===== src/rtl/register_file.sv =====
// General-purpose register bank: one write port, two combinational read ports with
// write-through bypass, and a one-entry-per-cycle hardware clear sweep.
module register_file #(
    parameter int WIDTH = 16,
    parameter int DEPTH = 8,
    localparam int ADDR_W = $clog2(DEPTH)
) (
    input  logic              CLK,
    input  logic              RST_N,
    input  logic [WIDTH-1:0]  IN,
    input  logic              LOAD,
    input  logic [ADDR_W-1:0] WADDR,
    input  logic [ADDR_W-1:0] RADDR_A,
    input  logic [ADDR_W-1:0] RADDR_B,
    output logic [WIDTH-1:0]  OUT_A,
    output logic [WIDTH-1:0]  OUT_B,
    input  logic              CLEAR,
    output logic              BUSY,
    output logic [0:0]        state_dbg
);

    localparam logic [0:0] S_IDLE  = 1'b0;
    localparam logic [0:0] S_SWEEP = 1'b1;

    localparam logic [ADDR_W-1:0] LAST_ENTRY = ADDR_W'(DEPTH - 1);

    logic [WIDTH-1:0]  mem [DEPTH];
    logic [0:0]        state;
    logic [ADDR_W-1:0] ptr;

    logic waddr_ok;
    logic raddr_a_ok;
    logic raddr_b_ok;
    logic wr_en;
    logic bypass_a;
    logic bypass_b;

    // Address range checks only exist when DEPTH leaves unused codes in the address space.
    generate
        if (DEPTH == (1 << ADDR_W)) begin : g_full_range
            assign waddr_ok   = 1'b1;
            assign raddr_a_ok = 1'b1;
            assign raddr_b_ok = 1'b1;
        end else begin : g_partial_range
            localparam logic [ADDR_W:0] DEPTH_W = (ADDR_W + 1)'(DEPTH);
            assign waddr_ok   = ({1'b0, WADDR}   < DEPTH_W);
            assign raddr_a_ok = ({1'b0, RADDR_A} < DEPTH_W);
            assign raddr_b_ok = ({1'b0, RADDR_B} < DEPTH_W);
        end
    endgenerate

    assign BUSY      = (state == S_SWEEP);
    assign state_dbg = state;

    // The sweep owns the array: writes and bypass are suppressed while it runs.
    assign wr_en    = LOAD && !BUSY && waddr_ok;
    assign bypass_a = wr_en && (WADDR == RADDR_A);
    assign bypass_b = wr_en && (WADDR == RADDR_B);

    always_ff @(posedge CLK or negedge RST_N) begin
        if (!RST_N) begin
            state <= S_IDLE;
            ptr   <= '0;
        end else begin
            case (state)
                S_IDLE: begin
                    if (CLEAR) begin
                        state <= S_SWEEP;
                        ptr   <= '0;
                    end
                end
                S_SWEEP: begin
                    if (ptr == LAST_ENTRY) begin
                        state <= S_IDLE;
                        ptr   <= '0;
                    end else begin
                        ptr <= ptr + 1'b1;
                    end
                end
                default: begin
                    state <= S_IDLE;
                    ptr   <= '0;
                end
            endcase
        end
    end

    // A write on the same edge that starts the sweep still lands; the sweep clears it later.
    always_ff @(posedge CLK or negedge RST_N) begin
        if (!RST_N) begin
            for (int i = 0; i < DEPTH; i++) begin
                mem[i] <= '0;
            end
        end else if (BUSY) begin
            mem[ptr] <= '0;
        end else if (wr_en) begin
            mem[WADDR] <= IN;
        end
    end

    always_comb begin
        OUT_A = '0;
        if (bypass_a) begin
            OUT_A = IN;
        end else if (raddr_a_ok) begin
            OUT_A = mem[RADDR_A];
        end
    end

    always_comb begin
        OUT_B = '0;
        if (bypass_b) begin
            OUT_B = IN;
        end else if (raddr_b_ok) begin
            OUT_B = mem[RADDR_B];
        end
    end

endmodule

===== config.mk =====
export PLATFORM = sky130hd
export DESIGN_NAME = register_file
export DESIGN_NICKNAME = d
export VERILOG_FILES = /design/src/rtl/register_file.sv
export SDC_FILE = /design/constraint.sdc
export NUM_CORES = 1
export LEC_CHECK = 0
export CAP_MARGIN = 20
export CORE_ASPECT_RATIO = 1.5
export CORE_MARGIN = 4
export CORE_UTILIZATION = 63
export CTS_CLUSTER_SIZE = 40
export DETAILED_ROUTE_END_ITERATION = 8
export MAX_ROUTING_LAYER = met4
export PLACE_DENSITY = 0.86
export SLEW_MARGIN = 15
export SYNTH_ARGS = -nofsm -noshare
export SYNTH_HDL_FRONTEND = slang
export SYNTH_SLANG_ARGS = --single-unit
export TNS_END_PERCENT = 1

===== constraint.sdc =====
create_clock -name CLK -period 6.5 [get_ports CLK]
set_input_delay 1.3 -clock CLK [delete_from_list [all_inputs] [get_ports CLK]]
set_output_delay 1.3 -clock CLK [all_outputs]
set_load 0.005 [all_outputs]

### Word level (Yosys, flattened, before mapping)

Cells that the tools add are included.

| word-level totals | value |
|---|---|
| flip-flop bits (word level) | 132 |
| bits of input ports | 29 |
| output and inout bits | 34 |
| logic and storage cells | 56 |

| cells by class | value |
|---|---|
| $add $sub $neg | 1 |
| magnitude comparators | 6 |
| equality and inequality tests | 4 |
| muxes and demuxes | 21 |
| bitwise logic cells | 7 |
| reduce and logical (&&, ||, !) cells | 7 |

Operators by type and width:

| operator | number |
|---|---|
| $mux 128 | 2 |
| $and 128x128->128 | 1 |
| $bwmux 128 | 1 |
| $mux 16 | 8 |
| $not 128->128 | 1 |
| $bmux 16 s3 | 2 |
| $demux 16 s3 | 2 |
| $ge 4x4->1 const B | 4 |
| $not 3->4 | 4 |
| $lt 4x1->1 const B | 2 |
| $eq 3x3->1 | 2 |
| $mux 3 | 2 |
| $pmux 3 s2 | 1 |
| $logic_and 1x1->1 | 5 |
| $add 3x1->3 const B | 1 |
| $eq 3x3->1 const B | 1 |
| $mux 1 | 2 |
| $ne 2x2->1 const B | 1 |
| $pmux 1 s2 | 1 |
| $reduce_bool 2->1 | 1 |
| $logic_not 1->1 | 1 |
| $not 1->1 | 1 |

### Longest topological paths before layout

| logic depth | value |
|---|---|
| depth after elaboration | 8 |
| gate-level depth with buffers | 6 |
| gate-level depth less buffers | 4 |

### Worst setup path after synthesis

OpenSTA, ideal clock, no wires.

| timing path | value |
|---|---|
| kind | input to output |
| from | input RADDR_B[1] |
| to | output OUT_B[12] |
| arrival | 2.695 ns |
| required time | 5.200 ns |
| setup slack | 2.505 ns |
| stages on the path | 5 |
| path buffers | 2 |
| cell sequence | clkbuf_1 -> clkbuf_1 -> mux4_2 -> mux2_2 -> mux2_4 |

| on the way | value |
|---|---|
| longest elaborated chain between the ends | 5 |

RTL lines:

| what | RTL line | source |
|---|---|---|
| from (decl) | 14 | `input logic [ADDR_W-1:0] RADDR_B,` |
| $not 3->4 (not written as such) | 115 | `OUT_B = mem[RADDR_B];` |
| $bmux 16 s3 | 115 |  |
| $mux 16 (not written as such) (2 in a row) | 115 |  |
| $mux 16 (*) | 112 | `if (bypass_b) begin` |
| to (decl) | 16 | `output logic [WIDTH-1:0] OUT_B,` |

Mark *: on every way between the ends. The rest lies on a longest branch, timed or not. The select of a mux whose other input is x is not followed.

### Worst setup path after layout

| timing path | value |
|---|---|
| from | input RADDR_A[0] |
| to | output OUT_A[3] |

| on the way | value |
|---|---|
| longest elaborated chain between the ends | 5 |

RTL lines:

| what | RTL line | source |
|---|---|---|
| from (decl) | 13 | `input logic [ADDR_W-1:0] RADDR_A,` |
| $not 3->4 (not written as such) | 106 | `OUT_A = mem[RADDR_A];` |
| $bmux 16 s3 | 106 |  |
| $mux 16 (not written as such) (2 in a row) | 106 |  |
| $mux 16 (*) | 103 | `if (bypass_a) begin` |
| to (decl) | 15 | `output logic [WIDTH-1:0] OUT_A,` |

Marks and branches as above.

==> flow_metrics.tcl <==
set metrics [dict create \
    cts_max_level 4 \
    vias_per_cell 7.88 \
    fmax_ghz 0.194 \
    period_minus_slack_ps 5160 \
    clk_latency_ps 420 \
    fp.dieW_um 97.6 \
    grt-ovfl-total 0 \
    grt_max_degree 85 \
    cts_tree "built" \
    pwr-share-comb_pct 32.2 \
    layout.nets 562 \
    p_clk_share_pct 28.8 \
    grt_pass1_wl_um 33200 \
    relSlewSlack_pct 24.3 \
    reg2reg_slack_ps 4060 \
    wl_met1_um 7470 \
    cellLeakagePower_nw 4.19 \
    highest_layer "met4" \
    peakVddDrop_v 0.000408 \
    initial_core_util_pct 65.1 \
    power-per-cell-area_nw_per_um2 366 \
    syn-num-nets 527 \
    stdcell_count 691 \
    fin_setup_tns_ps 0 \
    cts_sinks 132 \
    ys_seq_area_share_pct 43.6 \
    switchingPower_uw 988 \
    wl_met3_um 2590 \
    grt_pass1_vias 5880 \
    dp.cells 661 \
    internal_power_mw 2.19 \
    via_count 5444 \
    gp_congestion 0.831 \
    port_buffers 62 \
    antenna_found_initial 0 \
    cts_buffers 17 \
    cp-start-kind "input port" \
    ant_nets 0 \
    cts_setup_buffers 0 \
    cts_resized 0 \
    hold_viol 0 \
    fin_crit_sh_pct 79.4 \
    path_class "in2out" \
    dp_hpwl_um 12100 \
    dr.pass1.iters 6 \
    drtIter0Drc 465 \
    wl_per_cell_um 30.8 \
    ys_seq_elements 132 \
    io_pins 63 \
    worst_ep_required_time_ps 5200 \
    grt_util_all_layers_pct 32.6 \
    cts-root-buf "clkbuf_16" \
    clock_path_buffers 2 \
    grt_setup_unrepaired "false" \
    drive_gt1_share_pct 25.7 \
    wirelength_um 21300 \
    worst_hold_path_type "reg2reg" \
    die_area_um2 13900 \
    antenna_cells 0 \
    p_sw_share_pct 31.1 \
    syn_avg_cell_area_um2 15.3 \
    maxCapViolations 0 \
    drc 0 \
    fp.dieH_um 142 \
    skew_ps 8.54 \
    row_count 48 \
    syn_area_um2 7580 \
    ys_types 35 \
    seqPwrFrac_pct 39.0 \
    drv_slew 0 \
    critPathMaxFanout 33 \
    core-area_um2 11700 \
    power_mw 3.18 \
    finalSetupViolCount 0 \
    clk_pin_slew_ps 50 \
    endpoint_kind "output pin" \
    hold_buffers 0 \
    status "finished clean" \
    tightest_slew_ps 1130 \
    worstPathArrival_ps 3860 \
    ys_warn_count 0 \
    syn_to_final_growth_pct 14.6 \
    syn_inst 496 \
    route.met2.wl_um 10400 \
]
layout make-up:
type	instances	area (µm²)
well taps	150	188
clock inverters	6	80.1
fillers	696	2970
multi-input cells	302	3920
clock buffers	23	468
flip-flops and latches	132	3300
inverters	3	11.3
repair buffers	75	718
registers in the layout, summed over array words and instances (netlist names):
signal  count
BUSY        1
mem       128
ptr         3
cell usage in the layout, fill, tap and decap left out, drive strengths merged, types with 3 or more instances in the layout:
| cell | netlist | routed |
|---|---|---|
| clkdlybuf4s50 | 0 | 59 |
| a22o | 128 | 128 |
| nor2 | 8 | 8 |
| dfrtp | 132 | 132 |
| o32a | 5 | 5 |
| clkbuf | 20 | 23 |
| buf | 39 | 16 |
| mux2 | 64 | 64 |
| inv | 3 | 3 |
| nand2b | 3 | 3 |
| mux4 | 64 | 64 |
| clkinv | 0 | 4 |
| xnor2 | 6 | 6 |
| nand2 | 6 | 6 |
routing by layer:
layer  track usage, %  up-vias
met2             50.9      479
met1             38.7     2744
li1                 -     2140
met4             15.9        0
met5                -        -
met3             10.0       81
worst paths after layout:
check                                start       end  depth (start not counted)
worst max register to register        BUSY   mem[91]                          3
worst max-delay path            RADDR_A[0]  OUT_A[3]                          5
worst min-delay path              mem[114]  mem[114]                          1
min in group asynchronous            RST_N   mem[44]                          1
worst min register to register    mem[114]  mem[114]                          1
max in group asynchronous            RST_N  mem[101]                          3
critical path, stage by stage:
cell             delay [ps]
buf_2                   810
mux4_1                  690
mux2_2                  290
mux2_2                  290
clkdlybuf4s50_1         450
metrics by stage:
step / area [µm²] / hold WS [ps] / setup WS [ps] / util (%)
global placement: 8120 / 488 / 1410 / 69.7
finish: 8680 / 512 / 1340 / 74.5
CTS: 8660 / 513 / 1380 / 74.4
floorplan: 7580 / 471 / 2500 / -
detailed placement: 8120 / 492 / 1410 / 69.7
global route: 8680 / 525 / 1310 / 74.5
kinds of logic after synthesis:
logic type / share of synthesized area (%)
XOR/XNOR: 0.693
flip-flops: 43.6
multiplexers: 32.1
AO/OA/AOI/OAI: 16.4
AND/OR/NAND/NOR: 1.90
buffers and inverters: 5.03
adder cells (fa/ha/maj): 0.330
synth_stat cells:
library cell,number,area share (%)
nand2_1,6,0.30
o32ai_1,1,0.12
nand2b_1,3,0.25
o32a_2,3,0.45
inv_1,3,0.15
or3b_1,1,0.12
mux4_2,5,1.5
and3b_2,1,0.13
nor2b_1,1,0.083
o31ai_1,1,0.099
mux2_4,10,2.0
a22o_2,16,2.1
clkbuf_1,19,0.94
buf_4,14,1.4
o32a_1,2,0.26
or2_2,1,0.083
clkbuf_8,1,0.18
ha_1,2,0.33
mux2i_1,1,0.13
dfrtp_1,132,44
o22a_1,2,0.23
a32oi_1,1,0.12
buf_2,9,0.59
xnor2_1,6,0.69
nor3_1,1,0.066
buf_6,10,1.5
o22ai_1,1,0.083
mux4_1,59,20
buf_1,6,0.30
nand4_1,2,0.17
mux2_2,54,8.0
nor3_4,1,0.21
nand3b_1,1,0.099
a22o_1,112,13
nor2_1,8,0.40
power by group through the flow:
| stage | clock network, mW | registers [mW] | logic, mW |
|---|---|---|---|
| after floorplan | 0 | 1.16 | 0.690 |
| after global placement | 0 | 1.21 | 0.964 |
| after detailed placement | 0 | 1.24 | 0.997 |
| after CTS | 0.914 | 1.23 | 1.01 |
| after global routing | 0.951 | 1.27 | 1.08 |
| final | 0.916 | 1.24 | 1.02 |
No activity file was read; power rests on OpenSTA's default activity.
